<file path="config.mk">
export PLATFORM = sky130hd
export DESIGN_NAME = ram_arbiter
export DESIGN_NICKNAME = d
export VERILOG_FILES = /design/src/rtl/ram_arb_pkg.sv /design/src/rtl/arb_starve_ctr.sv /design/src/rtl/ram_arbiter.sv
export SDC_FILE = /design/constraint.sdc
export NUM_CORES = 1
export LEC_CHECK = 0
export ABC_AREA = 1
export ABC_CLOCK_PERIOD_IN_PS = 1500
export BUFFER_PORTS_ARGS = -buffer_cell sky130_fd_sc_hd__buf_2
export CAP_MARGIN = 20
export CORE_ASPECT_RATIO = 1.25
export CORE_MARGIN = 1
export CORE_UTILIZATION = 30
export CTS_CLUSTER_DIAMETER = 80
export DETAILED_ROUTE_END_ITERATION = 10
export GPL_ROUTABILITY_DRIVEN = 0
export PLACE_DENSITY = 0.77
export SLEW_MARGIN = 20
export SYNTH_ARGS = -nofsm -noshare
export SYNTH_HDL_FRONTEND = slang
export SYNTH_SLANG_ARGS = --single-unit
export TNS_END_PERCENT = 5
</file>
<file path="constraint.sdc">
create_clock -name clk -period 1.5 [get_ports clk]
set_input_delay 0 -clock clk [delete_from_list [all_inputs] [get_ports clk]]
set_output_delay 0 -clock clk [all_outputs]
set_load 0.01 [all_outputs]
</file>
<file path="src/rtl/ram_arb_pkg.sv">
// ram_arbiter shared types.
// State and read-owner encodings.
package ram_arb_pkg;

  typedef enum logic {
    ST_ARB    = 1'b0,
    ST_LOCKED = 1'b1
  } state_t;

  typedef enum logic [1:0] {
    OWN_NONE = 2'd0,
    OWN_CPU  = 2'd1,
    OWN_HOST = 2'd2
  } owner_t;

endpackage

</file>
<file path="src/rtl/arb_starve_ctr.sv">
// Saturating count of CPU wins while host waits.
// Clear has priority over increment.
module arb_starve_ctr #(
  parameter int LIM = 4
) (
  input  logic clk,
  input  logic rst_n,
  input  logic inc,
  input  logic clr,
  output logic at_lim
);

  localparam int W = $clog2(LIM + 1);
  localparam logic [W-1:0] LIM_V = W'(LIM);

  logic [W-1:0] cnt;

  always_ff @(posedge clk or negedge rst_n) begin
    if (!rst_n) begin
      cnt <= '0;
    end else if (clr) begin
      cnt <= '0;
    end else if (inc && cnt != LIM_V) begin
      cnt <= cnt + 1'b1;
    end
  end

  assign at_lim = (cnt == LIM_V);

endmodule

</file>
<file path="src/rtl/ram_arbiter.sv">
// Single-port RAM arbiter: CPU datapath vs host port.
// Starvation guard plus host lock mode.
module ram_arbiter
  import ram_arb_pkg::*;
#(
  parameter int ADDR_W     = 16,
  parameter int DATA_W     = 8,
  parameter int STARVE_LIM = 4
) (
  input  logic              clk,
  input  logic              rst_n,
  input  logic              cpu_req,
  input  logic              cpu_we,
  input  logic [ADDR_W-1:0] cpu_addr,
  input  logic [DATA_W-1:0] cpu_wdata,
  output logic              cpu_stall,
  output logic [DATA_W-1:0] cpu_rdata,
  output logic              cpu_rvalid,
  input  logic              host_req,
  input  logic              host_we,
  input  logic [ADDR_W-1:0] host_addr,
  input  logic [DATA_W-1:0] host_wdata,
  input  logic              host_lock,
  output logic              host_gnt,
  output logic [DATA_W-1:0] host_rdata,
  output logic              host_rvalid,
  output logic              locked,
  output logic              mem_en,
  output logic              mem_we,
  output logic [ADDR_W-1:0] mem_addr,
  output logic [DATA_W-1:0] mem_wdata,
  input  logic [DATA_W-1:0] mem_rdata
);

  state_t state, state_nx;
  owner_t rd_owner, owner_nx;
  logic   cpu_gnt;
  logic   starve_hit;
  logic   cnt_inc, cnt_clr;

  arb_starve_ctr #(
    .LIM(STARVE_LIM)
  ) u_starve (
    .clk   (clk),
    .rst_n (rst_n),
    .inc   (cnt_inc),
    .clr   (cnt_clr),
    .at_lim(starve_hit)
  );

  always_ff @(posedge clk or negedge rst_n) begin
    if (!rst_n) begin
      state <= ST_ARB;
    end else begin
      state <= state_nx;
    end
  end

  always_comb begin
    state_nx = state;
    unique case (state)
      ST_ARB:    if (host_gnt && host_lock) state_nx = ST_LOCKED;
      ST_LOCKED: if (!host_lock) state_nx = ST_ARB;
      default:   state_nx = ST_ARB;
    endcase
  end

  // Grants are forced low while reset is held.
  always_comb begin
    cpu_gnt  = 1'b0;
    host_gnt = 1'b0;
    if (rst_n) begin
      unique case (state)
        ST_ARB: begin
          host_gnt = host_req & (~cpu_req | starve_hit);
          cpu_gnt  = cpu_req & ~host_gnt;
        end
        ST_LOCKED: host_gnt = host_req;
        default: ;
      endcase
    end
  end

  assign cnt_inc = cpu_gnt & host_req;
  assign cnt_clr = host_gnt | ~host_req | (state == ST_LOCKED);

  assign cpu_stall = cpu_req & ~cpu_gnt;
  assign locked    = (state == ST_LOCKED);

  always_comb begin
    mem_en    = cpu_gnt | host_gnt;
    mem_we    = 1'b0;
    mem_addr  = '0;
    mem_wdata = '0;
    unique case (1'b1)
      cpu_gnt: begin
        mem_we    = cpu_we;
        mem_addr  = cpu_addr;
        mem_wdata = cpu_wdata;
      end
      host_gnt: begin
        mem_we    = host_we;
        mem_addr  = host_addr;
        mem_wdata = host_wdata;
      end
      default: ;
    endcase
  end

  always_comb begin
    owner_nx = OWN_NONE;
    if (cpu_gnt && !cpu_we) begin
      owner_nx = OWN_CPU;
    end else if (host_gnt && !host_we) begin
      owner_nx = OWN_HOST;
    end
  end

  always_ff @(posedge clk or negedge rst_n) begin
    if (!rst_n) begin
      rd_owner <= OWN_NONE;
    end else begin
      rd_owner <= owner_nx;
    end
  end

  assign cpu_rvalid  = (rd_owner == OWN_CPU);
  assign host_rvalid = (rd_owner == OWN_HOST);
  assign cpu_rdata   = mem_rdata;
  assign host_rdata  = mem_rdata;

endmodule

</file>
==> metrics.md, run 1 <==
| Metric | Value |
|---|---|
| Worst-margin pin slew | `slightly above 300 ps` |
| Routed WL per cell | `~10 um` |
| Register area share after synthesis | `between 10% and 20%` |
| Area share of the largest cell type after synthesis | `between 30 and 40%` |
| Crit end category | `output pin` |
| CTS Buffer Depth | `2` |
| Root buffer cell | `clkbuf_4` |
| Final Critical Period | `1590 ps` |
| Fin nets | `287` |
| Die height | `slightly below 60 um` |
| Initial Util | `around a third` |
| Crit path launch type | `flip-flop` |
| Clock skew | `roughly 7.7 ps` |
| Total chip power | `~0.0006 W` |
| All-layer global routing usage | `17.3%` |
| Max-slew violation count | `0` |
| Met3 Use GR | `3.35%` |
| Post-synth cell types | `13` |
| Hold path depth | `0` |
| Largest net degree at the start of global routing | `27` |
| Clk_lat worst skew | `between 200 and 300 ps` |
| Vias in the first global route | `926` |
| CTS tree | `yes` |
| Syn Nets | `~210` |
| Post-DP Area | `roughly 1100 um2` |
| Power density over the cells | `approximately 470 nW/um2` |
| Reg-to-reg slack, setup | `approximately 20 ps` |
| Yosys reg bits | `6` |
| Core Region | `~2500 um2` |
| Max Clock Freq | `around 630 MHz` |
| First-pass GRT wire length | `about 3600 um` |
| I/O Pins | `110` |
| CTS H-tree depth | `1` |
| RSZ-0062 raised after global routing | `true` |
| Clock transition at path regs | `40 ps` |
| Syn avg cell area | `~5.6 um2` |
| Synth warnings | `0` |
| Max-slew headroom | `79.5%` |
| Number of filler cells placed in the layout | `250` |
| Drt initial violations | `11` |
| DRT Pass-1 Iters | `4` |
| DRC | `0` |
| Initial antenna violation count | `0` |
| Lkg Pwr | `0.878 nW` |
| Cts bufs inserted | `3` |
| Setup WS post-layout | `-88.5 ps` |
| Maximum VDD drop | `roughly 0.29 mV` |
| Period utilisation layout | `106%` |
| Area delta synth->final | `63.4%` |
| Critical path class | `flip-flop to output pin` |
| Critical Path Fanout Max | `7` |
| Hold wc startpoint | `mem_rdata[0]` |
| Met2 Use GR | `between 20 and 30%` |
| Routed wire length | `approximately 2500 um` |
| Post-place setup slack | `27.7 ps` |
| DR vias | `approximately 1,100` |
| Fin area | `between 1000 and 1500 um2` |
| CP Data Required Time | `around 1500 ps` |
| R2R depth | `9` |
| Final hold viol count | `0` |
| # rows | `20` |
| Met1 Usage GRT | `20.7%` |
| WHS | `0.00763 ps` |
| Most Used Layer, Global Route | `met2` |
| Mapped Area | `793 um2` |
| Max-cap violations | `0` |
| Total grt overflow | `0` |
| Endpoint, Worst Hold | `host_rdata[0]` |
| Share of layout cells above drive strength 1 | `a little over half` |
| Clock Sinks | `6` |
| Failing checks | `negative setup slack` |
| Inserted Diodes | `0` |
| Layout Utilization | `a little over half` |
| Post-route ant nets | `0` |
| Final setup fails | `26` |
| Die area | `about 2900 um2` |
| Synth area leaders | `nand2_1 (40%), buf_4 (20%), dfrtp_1 (19%)` |
| Via density | `between 4 and 5` |
| R2r endpoint | `u_starve.cnt[0]` |
| R2r startpoint | `u_starve.cnt[1]` |
| Number of I/O port buffers | `between 80 and 90` |
| Die W | `48.0 um` |
| Hold Crit Class | `primary input to output pin` |
| Data arrival, critical path | `1590 ps` |
| Status | `complete, but fails checks` |
| Syn Inst Count | `approximately 140` |
| Hpwl dp | `approximately 1700 um` |
| Synth area leader | `nand2_1` |
[cells in the mapped netlist]
cell type / instances
a21oi_2: 2
buf_2: 1
buf_4: 21
dfrtp_1: 6
ha_1: 2
inv_1: 7
inv_2: 3
nand2_1: 84
nand2_2: 1
nand3_1: 2
nand4_1: 6
nor2_1: 6
xor2_1: 1
[critical path: stages, from the launching register on]
cell	delay [ps]
dfrtp_1	360
inv_2	60
ha_4	150
nand2_2	70
nand2_2	70
a21oi_4	240
buf_6	180
nand2_2	40
nand2_1	60
buf_2	120
[logic make-up (layout without fill, tap and decap cells)]
logic type | count (synthesis) | count (layout) | synth area share [%]
AND/OR/NAND/NOR | 99 | 99 | 49.4
buffers and inverters | 32 | 110 | 25.2
flip-flops | 6 | 6 | 18.9
adder cells (fa/ha/maj) | 2 | 2 | 3.15
AO/OA/AOI/OAI | 2 | 2 | 2.21
XOR/XNOR | 1 | 1 | 1.10
[through the flow]
stage | std cells | TNS [ps]
floorplan | 142 | 0
detailed placement | 240 | 0
finish | 253 | -1720
global route | 253 | -3920
CTS | 253 | -2630
global placement | 240 | 0
[cell type report]
cell class	count	area [um2]	area share, %
clock buffer	3	22.5	1.74
inverter	10	45.0	3.47
multi-input combinational	104	493	38.0
sequential	6	150	11.6
tap	33	41.3	3.19
timing repair buffer	97	544	42.0
[registers in the layout, indices dropped and copies added (netlist names)]
register / count
rd_owner: 2
locked: 1
u_starve.cnt: 3
[power by group]
group,internal (W),leakage (nW),switching (W)
clock network,0.0000908,0.0138,0.0000629
logic,0.000139,0.782,0.000148
registers,0.000168,0.0824,0.00000389
total,0.000398,0.878,0.000215
[how the worst max path moves through the flow]
stage                    startpoint          end  slack (ps)
detailed placement  u_starve.cnt[0]  mem_addr[6]          30
global route        u_starve.cnt[0]  mem_addr[4]        -190
finish              u_starve.cnt[1]  mem_addr[4]         -90
floorplan           u_starve.cnt[0]  mem_addr[0]         220
global placement    u_starve.cnt[0]  mem_addr[7]          50
CTS                 u_starve.cnt[0]  mem_addr[1]        -120
[timing repair]
item,4_1_cts,5_1_grt
endpoints found under the setup margin,27,30
endpoints found under the hold margin,9,0
pin swaps,2,7
setup buffers,3,0
gates resized for setup,21,7
cloned,3,0
hold buffers,4,0
[routing by layer]
| metal | wire, um | vias up |
|---|---|---|
| li1 | - | 572 |
| met1 | 989 | 493 |
| met2 | 1400 | 46 |
| met3 | 142 | 0 |
| met4 | 0 | 0 |
| met5 | 0 | - |
[placed cells by master (no fill, tap or decap)]
| cell | count |
|---|---|
| ha_4 | 1 |
| ha_1 | 1 |
| inv_1 | 5 |
| buf_6 | 5 |
| a21oi_2 | 1 |
| nand3_1 | 2 |
| nand2_1 | 72 |
| inv_2 | 4 |
| inv_8 | 1 |
| dlygate4sd3_1 | 4 |
| buf_4 | 3 |
| dfrtp_1 | 6 |
| buf_2 | 85 |
| nand2_2 | 13 |
| a21oi_4 | 1 |
| nand4_1 | 6 |
| xor2_1 | 1 |
| clkbuf_4 | 3 |
| nor2_1 | 6 |
(Power assumes the default switching activity.)
==> inputs of run 2 (changes only) <==
--- a/config.mk
+++ b/config.mk
@@ -20,4 +20,3 @@
 export SYNTH_ARGS = -nofsm -noshare
 export SYNTH_HDL_FRONTEND = slang
 export SYNTH_SLANG_ARGS = --single-unit
-export TNS_END_PERCENT = 5
==> run 2 against run 1 <==
The run still ends with negative setup slack left. Non-clock buffer count up 1. Clock-buffer cell count unchanged. Clock power about the same. Sequential share of layout area down 0.70 points. Combinational power up 9.4%. Register-to-register slack about the same. Die area unchanged. Fmax down 0.84%. First-iteration DRC count rose to 2.5 times the previous value. Worst hold slack about the same. Via count up 2.7%. Critical path type unchanged.
==> metrics.md, run 2 (same netlist as run 1, synthesis figures left out) <==
| Metric | Value |
|---|---|
| Status | `complete, but fails checks` |
| Failing checks | `negative setup slack` |
| Vias in the first global route | `~950` |
| Number of I/O port buffers | `85` |
| CP Data Required Time | `approximately 1500 ps` |
| I/O Pins | `110` |
| RSZ-0062 raised after global routing | `true` |
| Data arrival, critical path | `about 1600 ps` |
| CP max stage cell | `dfrtp_1` |
| Most frequent cells in the layout | `buf_2 (83), nand2_1 (57), nand2_2 (27)` |
| Internal power | `a little over 0.0004 W` |
| CTS Buffer Depth | `2` |
| Final setup fails | `26` |
| Clock skew | `6.16 ps` |
| Final hold viol count | `0` |
| Clock transition at path regs | `~40 ps` |
| Worst-path cell chain | `inv_2 > ha_4 > nand2_2 > nand2_2 > a21oi_4 > buf_6 > nand2_2 > nand2_1 > buf_2` |
| Area delta synth->final | `74.0%` |
| Max-cap violations | `0` |
| Routed wire length | `around 2800 um` |
| Power density over the cells | `465 nW/um2` |
| # rows | `20` |
| Max Clock Freq | `roughly 620 MHz` |
| CP peak stage delay | `approximately 360 ps` |
| Final Critical Period | `around 1600 ps` |
| Routed WL per cell | `around 11 um` |
| DRC | `0` |
| Post-route ant nets | `0` |
| Die W | `around 48 um` |
| Crit path top cell by count | `nand2_2` |
| CTS tree | `yes` |
| Initial antenna violation count | `0` |
| Core Region | `2480 um2` |
| Via density | `around 4.5` |
| Comb power frac | `~50%` |
| Period utilisation layout | `107%` |
| Lkg Pwr | `0.908 nW` |
| Clock Sinks | `6` |
| Clock power share | `about a quarter` |
| Clk_lat worst skew | `approximately 250 ps` |
| Net Sw Frac | `between 30 and 40%` |
| CTS H-tree depth | `1` |
| Share of layout cells above drive strength 1 | `60.8%` |
| All-layer global routing usage | `17.9%` |
| Most common cell after layout, fill and taps aside | `buf_2` |
| Maximum VDD drop | `approximately 0.30 mV` |
| Post-place setup slack | `approximately 28 ps` |
| DR vias | `about 1,100` |
| Hpwl dp | `about 1700 um` |
| Fin area | `roughly 1400 um2` |
| Largest net degree at the start of global routing | `27` |
| Fin nets | `slightly below 300` |
| WHS | `roughly 0.0076 ps` |
| Die area | `2860 um2` |
| First-pass GRT wire length | `about 3700 um` |
| Crit path launch type | `flip-flop` |
| Root buffer cell | `clkbuf_4` |
| Hold Crit Class | `primary input to output pin` |
| Crit end category | `output pin` |
| Setup WS post-layout | `-102 ps` |
| Total grt overflow | `0` |
| Critical path class | `flip-flop to output pin` |
| Die height | `about 59 um` |
| Drt initial violations | `28` |
| Max reg flops | `3` |
| Worst-margin pin slew | `roughly 300 ps` |
| Critical Path Fanout Max | `7` |
| Total chip power | `between 0.0006 and 0.0007 W` |
| Top reg by flops | `u_starve.cnt` |
| Post-DP Area | `about 1100 um2` |
| Initial Util | `32.0%` |
| Cts bufs inserted | `3` |
| Inserted Diodes | `0` |
| P_sw | `0.000233 W` |
| Max-slew headroom | `between 70 and 80%` |
| DRT Pass-1 Iters | `7` |
| Max-slew violation count | `0` |
| Part of the power in registers | `roughly a quarter` |
run 2: cell count changes in the layout (fill, tap and decap cells not counted), sizes merged:
cell,previous run,this run
clkinv,0,1
buf,93,94
run 2: path summary, 6_finish.rpt:
check	startpoint	endpoint	slack, ps	depth (start not counted)
setup / recovery	u_starve.cnt[1]	mem_we	-100	9
hold / removal	mem_rdata[0]	host_rdata[0]	0.008	0
setup reg to reg	u_starve.cnt[1]	u_starve.cnt[0]	20	9
hold reg to reg	u_starve.cnt[0]	u_starve.cnt[0]	580	3
max in group asynchronous	rst_n	u_starve.cnt[0]	1060	2
min in group asynchronous	rst_n	locked	190	2
run 2: what timing repair did:
| action | 4_1_cts | 5_1_grt |
|---|---|---|
| setup buffers | 3 | 1 |
| endpoints found under the setup margin | 27 | 30 |
| cloned | 3 | 1 |
| resized for setup | 33 | 16 |
| hold buffers | 4 | 0 |
| pin swaps | 4 | 8 |
| hold endpoints to repair | 9 | 0 |
run 2: cell type report:
cell class,count,area [um2]
timing repair inverter,1,8.76
timing repair buffer,98,564
sequential,6,150
multi-input combinational,104,543
tap,33,41.3
fill,253,1100
clock buffer,3,22.5
inverter,10,50.0
run 2: layer usage:
| metal | GRT usage (%) | part of all wire [%] | vias to the layer above |
|---|---|---|---|
| met3 | 4.27 | 6.1 | 4 |
| met4 | 5.95 | 0.61 | 0 |
| met1 | 20.7 | 37 | 509 |
| met5 | 0 | 0 | - |
| li1 | - | - | 575 |
| met2 | 31.1 | 56 | 53 |
run 2: metrics by stage:
step | instances | utilization [%] | setup TNS [ps]
after floorplan | 142 | - | 0
after global placement | 240 | 44.9 | 0
after detailed placement | 240 | 44.9 | 0
after CTS | 253 | 52.9 | -2750
after global routing | 255 | 55.7 | -4160
final | 255 | 55.7 | -2110
run 2: power groups by stage:
stage / sequential (W) / clock, W / combinational (W)
2_1_floorplan: 0.000174 / 0 / 0.000160
3_3_place_gp: 0.000174 / 0 / 0.000242
3_5_place_dp: 0.000174 / 0 / 0.000242
4_1_cts: 0.000171 / 0.000154 / 0.000291
5_1_grt: 0.000172 / 0.000166 / 0.000346
6_report: 0.000171 / 0.000155 / 0.000315
run 2: worst max-delay path, delay by kind of cell (launching register included):
| family | cells | cell delay (ps) |
|---|---|---|
| flip-flops | 1 | 360 |
| buffers and inverters | 3 | 360 |
| AND/OR/NAND/NOR | 4 | 250 |
| AO/OA/AOI/OAI | 1 | 240 |
| adder cells (fa/ha/maj) | 1 | 150 |
==> inputs of run 3 (changes only) <==
--- a/config.mk
+++ b/config.mk
@@ -6,16 +6,16 @@
 export NUM_CORES = 1
 export LEC_CHECK = 0
 export ABC_AREA = 1
-export ABC_CLOCK_PERIOD_IN_PS = 1500
+export ABC_CLOCK_PERIOD_IN_PS = 1300
 export BUFFER_PORTS_ARGS = -buffer_cell sky130_fd_sc_hd__buf_2
 export CAP_MARGIN = 20
 export CORE_ASPECT_RATIO = 1.25
 export CORE_MARGIN = 1
-export CORE_UTILIZATION = 30
+export CORE_UTILIZATION = 28
 export CTS_CLUSTER_DIAMETER = 80
 export DETAILED_ROUTE_END_ITERATION = 10
 export GPL_ROUTABILITY_DRIVEN = 0
-export PLACE_DENSITY = 0.77
+export PLACE_DENSITY_LB_ADDON = 0.2
 export SLEW_MARGIN = 20
 export SYNTH_ARGS = -nofsm -noshare
 export SYNTH_HDL_FRONTEND = slang
==> constraint.sdc (replaced) <==
create_clock -name clk -period 1.3 [get_ports clk]
set_input_delay 0 -clock clk [delete_from_list [all_inputs] [get_ports clk]]
set_output_delay 0 -clock clk [all_outputs]
set_load 0.01 [all_outputs]
==> run 3 against run 2 <==
The run still ends with negative setup slack left. Clock skew is 5.9 ps lower. Die area is 6.9% higher. Non-clock buffer count is 12 higher. Clock-buffer cell count stayed put. Critical path type unchanged. Highest routed layer unchanged. Sequential share of layout area is 1.3 points lower. Wire length is 5.5% higher. Worst setup slack worse by 160 ps. Global-route usage is 0.58 points lower. Total power is 25% higher.
==> metrics.md, run 3 (same netlist as run 1, synthesis figures left out) <==
| Metric | Value |
|---|---|
| Max Clock Freq | `642 MHz` |
| Hold Crit Class | `primary input to output pin` |
| Max-slew headroom | `between 70 and 80%` |
| Lkg Pwr | `just over 1 nW` |
| Die area | `3050 um2` |
| CP Data Required Time | `~1300 ps` |
| Max-cap violations | `0` |
| Final Critical Period | `between 1500 and 2000 ps` |
| Worst-margin pin slew | `between 200 and 300 ps` |
| CP max stage cell | `dfrtp_1` |
| Max reg flops | `3` |
| Most frequent cells in the layout | `buf_2 (82), nand2_1 (55), nand2_2 (24)` |
| Inserted Diodes | `0` |
| Largest net degree at the start of global routing | `13` |
| Initial antenna violation count | `0` |
| CTS tree | `yes` |
| DRC | `0` |
| All-layer global routing usage | `between 15 and 20%` |
| Max-slew violation count | `0` |
| Via density | `4.31` |
| RSZ-0062 raised after global routing | `true` |
| Critical Path End | `mem_wdata[4]` |
| Die height | `about 62 um` |
| CP peak stage delay | `about 360 ps` |
| Met2 Use GR | `a little over a third` |
| Initial Util | `between 20% and 30%` |
| Period utilisation layout | `120%` |
| I/O Pins | `110` |
| Worst-path cell chain | `inv_2 > ha_4 > nand2_4 > nand2_4 > a21oi_4 > buf_6 > buf_8 > nand2_2 > nand2_1 > buf_2` |
| CP startpoint | `u_starve.cnt[1]` |
| Final hold viol count | `0` |
| Drt initial violations | `30` |
| Clock skew | `approximately 0.25 ps` |
| Post-place setup slack | `-66.3 ps` |
| DR vias | `around 1,200` |
| Crit end category | `output pin` |
| Number of filler cells placed in the layout | `273` |
| Crit path top cell by count | `nand2_4` |
| Critical path class | `flip-flop to output pin` |
| Fin Setup TNS | `-6950 ps` |
| Total grt overflow | `0` |
| R2R depth | `9` |
| Status | `complete, but fails checks` |
| Vias in the first global route | `1,010` |
| Clock Sinks | `6` |
| Clock transition at path regs | `around 50 ps` |
| Routed WL per cell | `about 11 um` |
| Post-DP Area | `about 1200 um2` |
| Power density over the cells | `511 nW/um2` |
| Top reg by flops | `u_starve.cnt` |
| CTS H-tree depth | `1` |
| Maximum VDD drop | `between 0.4 and 0.5 mV` |
| Reg-to-reg slack, setup | `-200 ps` |
| Setup WS post-layout | `-258 ps` |
| Clk_lat worst skew | `~240 ps` |
| Share of layout cells above drive strength 1 | `between 60% and 70%` |
| Critical Path Fanout Max | `7` |
| Critical path depth | `10` |
| Post-route ant nets | `0` |
| Root buffer cell | `clkbuf_4` |
| Most common cell after layout, fill and taps aside | `buf_2` |
| Area delta synth->final | `97.5%` |
| Routed wire length | `between 2000 and 3000 um` |
| Worst Path Buf+Inv | `4` |
| R2r endpoint | `u_starve.cnt[2]` |
| Met3 Use GR | `around 3.5%` |
| CTS Buffer Depth | `2` |
| First-pass GRT wire length | `~4100 um` |
| Cts bufs inserted | `3` |
| Cell family with most CP delay | `buffers and inverters` |
| Die W | `between 40 and 50 um` |
| DRT Pass-1 Iters | `4` |
| # rows | `21` |
| Failing checks | `negative setup slack` |
| Final setup fails | `32` |
| Fin nets | `300` |
| Met1 Usage GRT | `a little under a fifth` |
| Number of I/O port buffers | `between 80 and 90` |
| Fin area | `1570 um2` |
| R2r startpoint | `u_starve.cnt[1]` |
| Data arrival, critical path | `~1600 ps` |
| Hpwl dp | `1860 um` |
| Most Used Layer, Global Route | `met2` |
| Core Region | `roughly 2700 um2` |
| Crit path launch type | `flip-flop` |
==> run 3: cell count changes in the layout (fill, tap and decap cells not counted), moves of 2 or more <==
cell	before	now
buf_8	0	2
nand2_1	57	55
buf_4	4	11
nand2_4	1	6
nand2_2	27	24
==> run 3: repair_timing <==
item | CTS | global route
cloned | 2 | 1
pin swaps | 9 | 10
buffers inserted | 12 | 0
endpoints found under the hold margin | 9 | 0
hold buffers | 4 | 0
setup endpoints to repair | 31 | 32
gates resized for setup | 32 | 29
==> run 3: per-stage QoR <==
stage	hold WS (ps)	total power, W	cells	utilization (%)
floorplan	-296	0.000386	142	-
global placement	-154	0.000502	248	44.0
detailed placement	-150	0.000502	248	44.0
CTS	0.101	0.000775	268	55.2
global route	0.0230	0.000854	267	58.5
finish	0.00573	0.000801	267	58.5
==> run 3: metal layers <==
| metal | vias up | part of all wire (%) |
|---|---|---|
| met4 | 0 | 0.91 |
| met2 | 45 | 58 |
| met3 | 5 | 5.3 |
| li1 | 597 | - |
| met5 | - | 0 |
| met1 | 503 | 36 |
==> run 3: worst min-delay path by stage <==
stage            startpoint       endpoint  slack [ps]  cells past startpoint
3_3_place_gp          rst_n    rd_owner[1]        -150                      1
6_report       mem_rdata[4]  host_rdata[4]       0.006                      0
4_1_cts        mem_rdata[3]   cpu_rdata[3]         0.1                      0
3_5_place_dp          rst_n         locked        -150                      1
2_1_floorplan         rst_n         locked        -300                      0
5_1_grt        mem_rdata[2]  host_rdata[2]        0.02                      0
==> run 3: final cells by class <==
class | count | area, um2 | area share, %
inverters | 10 | 45.0 | 2.88
flip-flops and latches | 6 | 150 | 9.58
repair buffers | 110 | 726 | 46.3
multi-input cells | 104 | 581 | 37.1
well taps | 34 | 42.5 | 2.72
clock buffers | 3 | 22.5 | 1.44
==> run 3: power by group <==
| part | internal, W | switching, W |
|---|---|---|
| Sequential | 0.000193 | 0.00000510 |
| Clock | 0.000105 | 0.0000693 |
| Combinational | 0.000222 | 0.000206 |
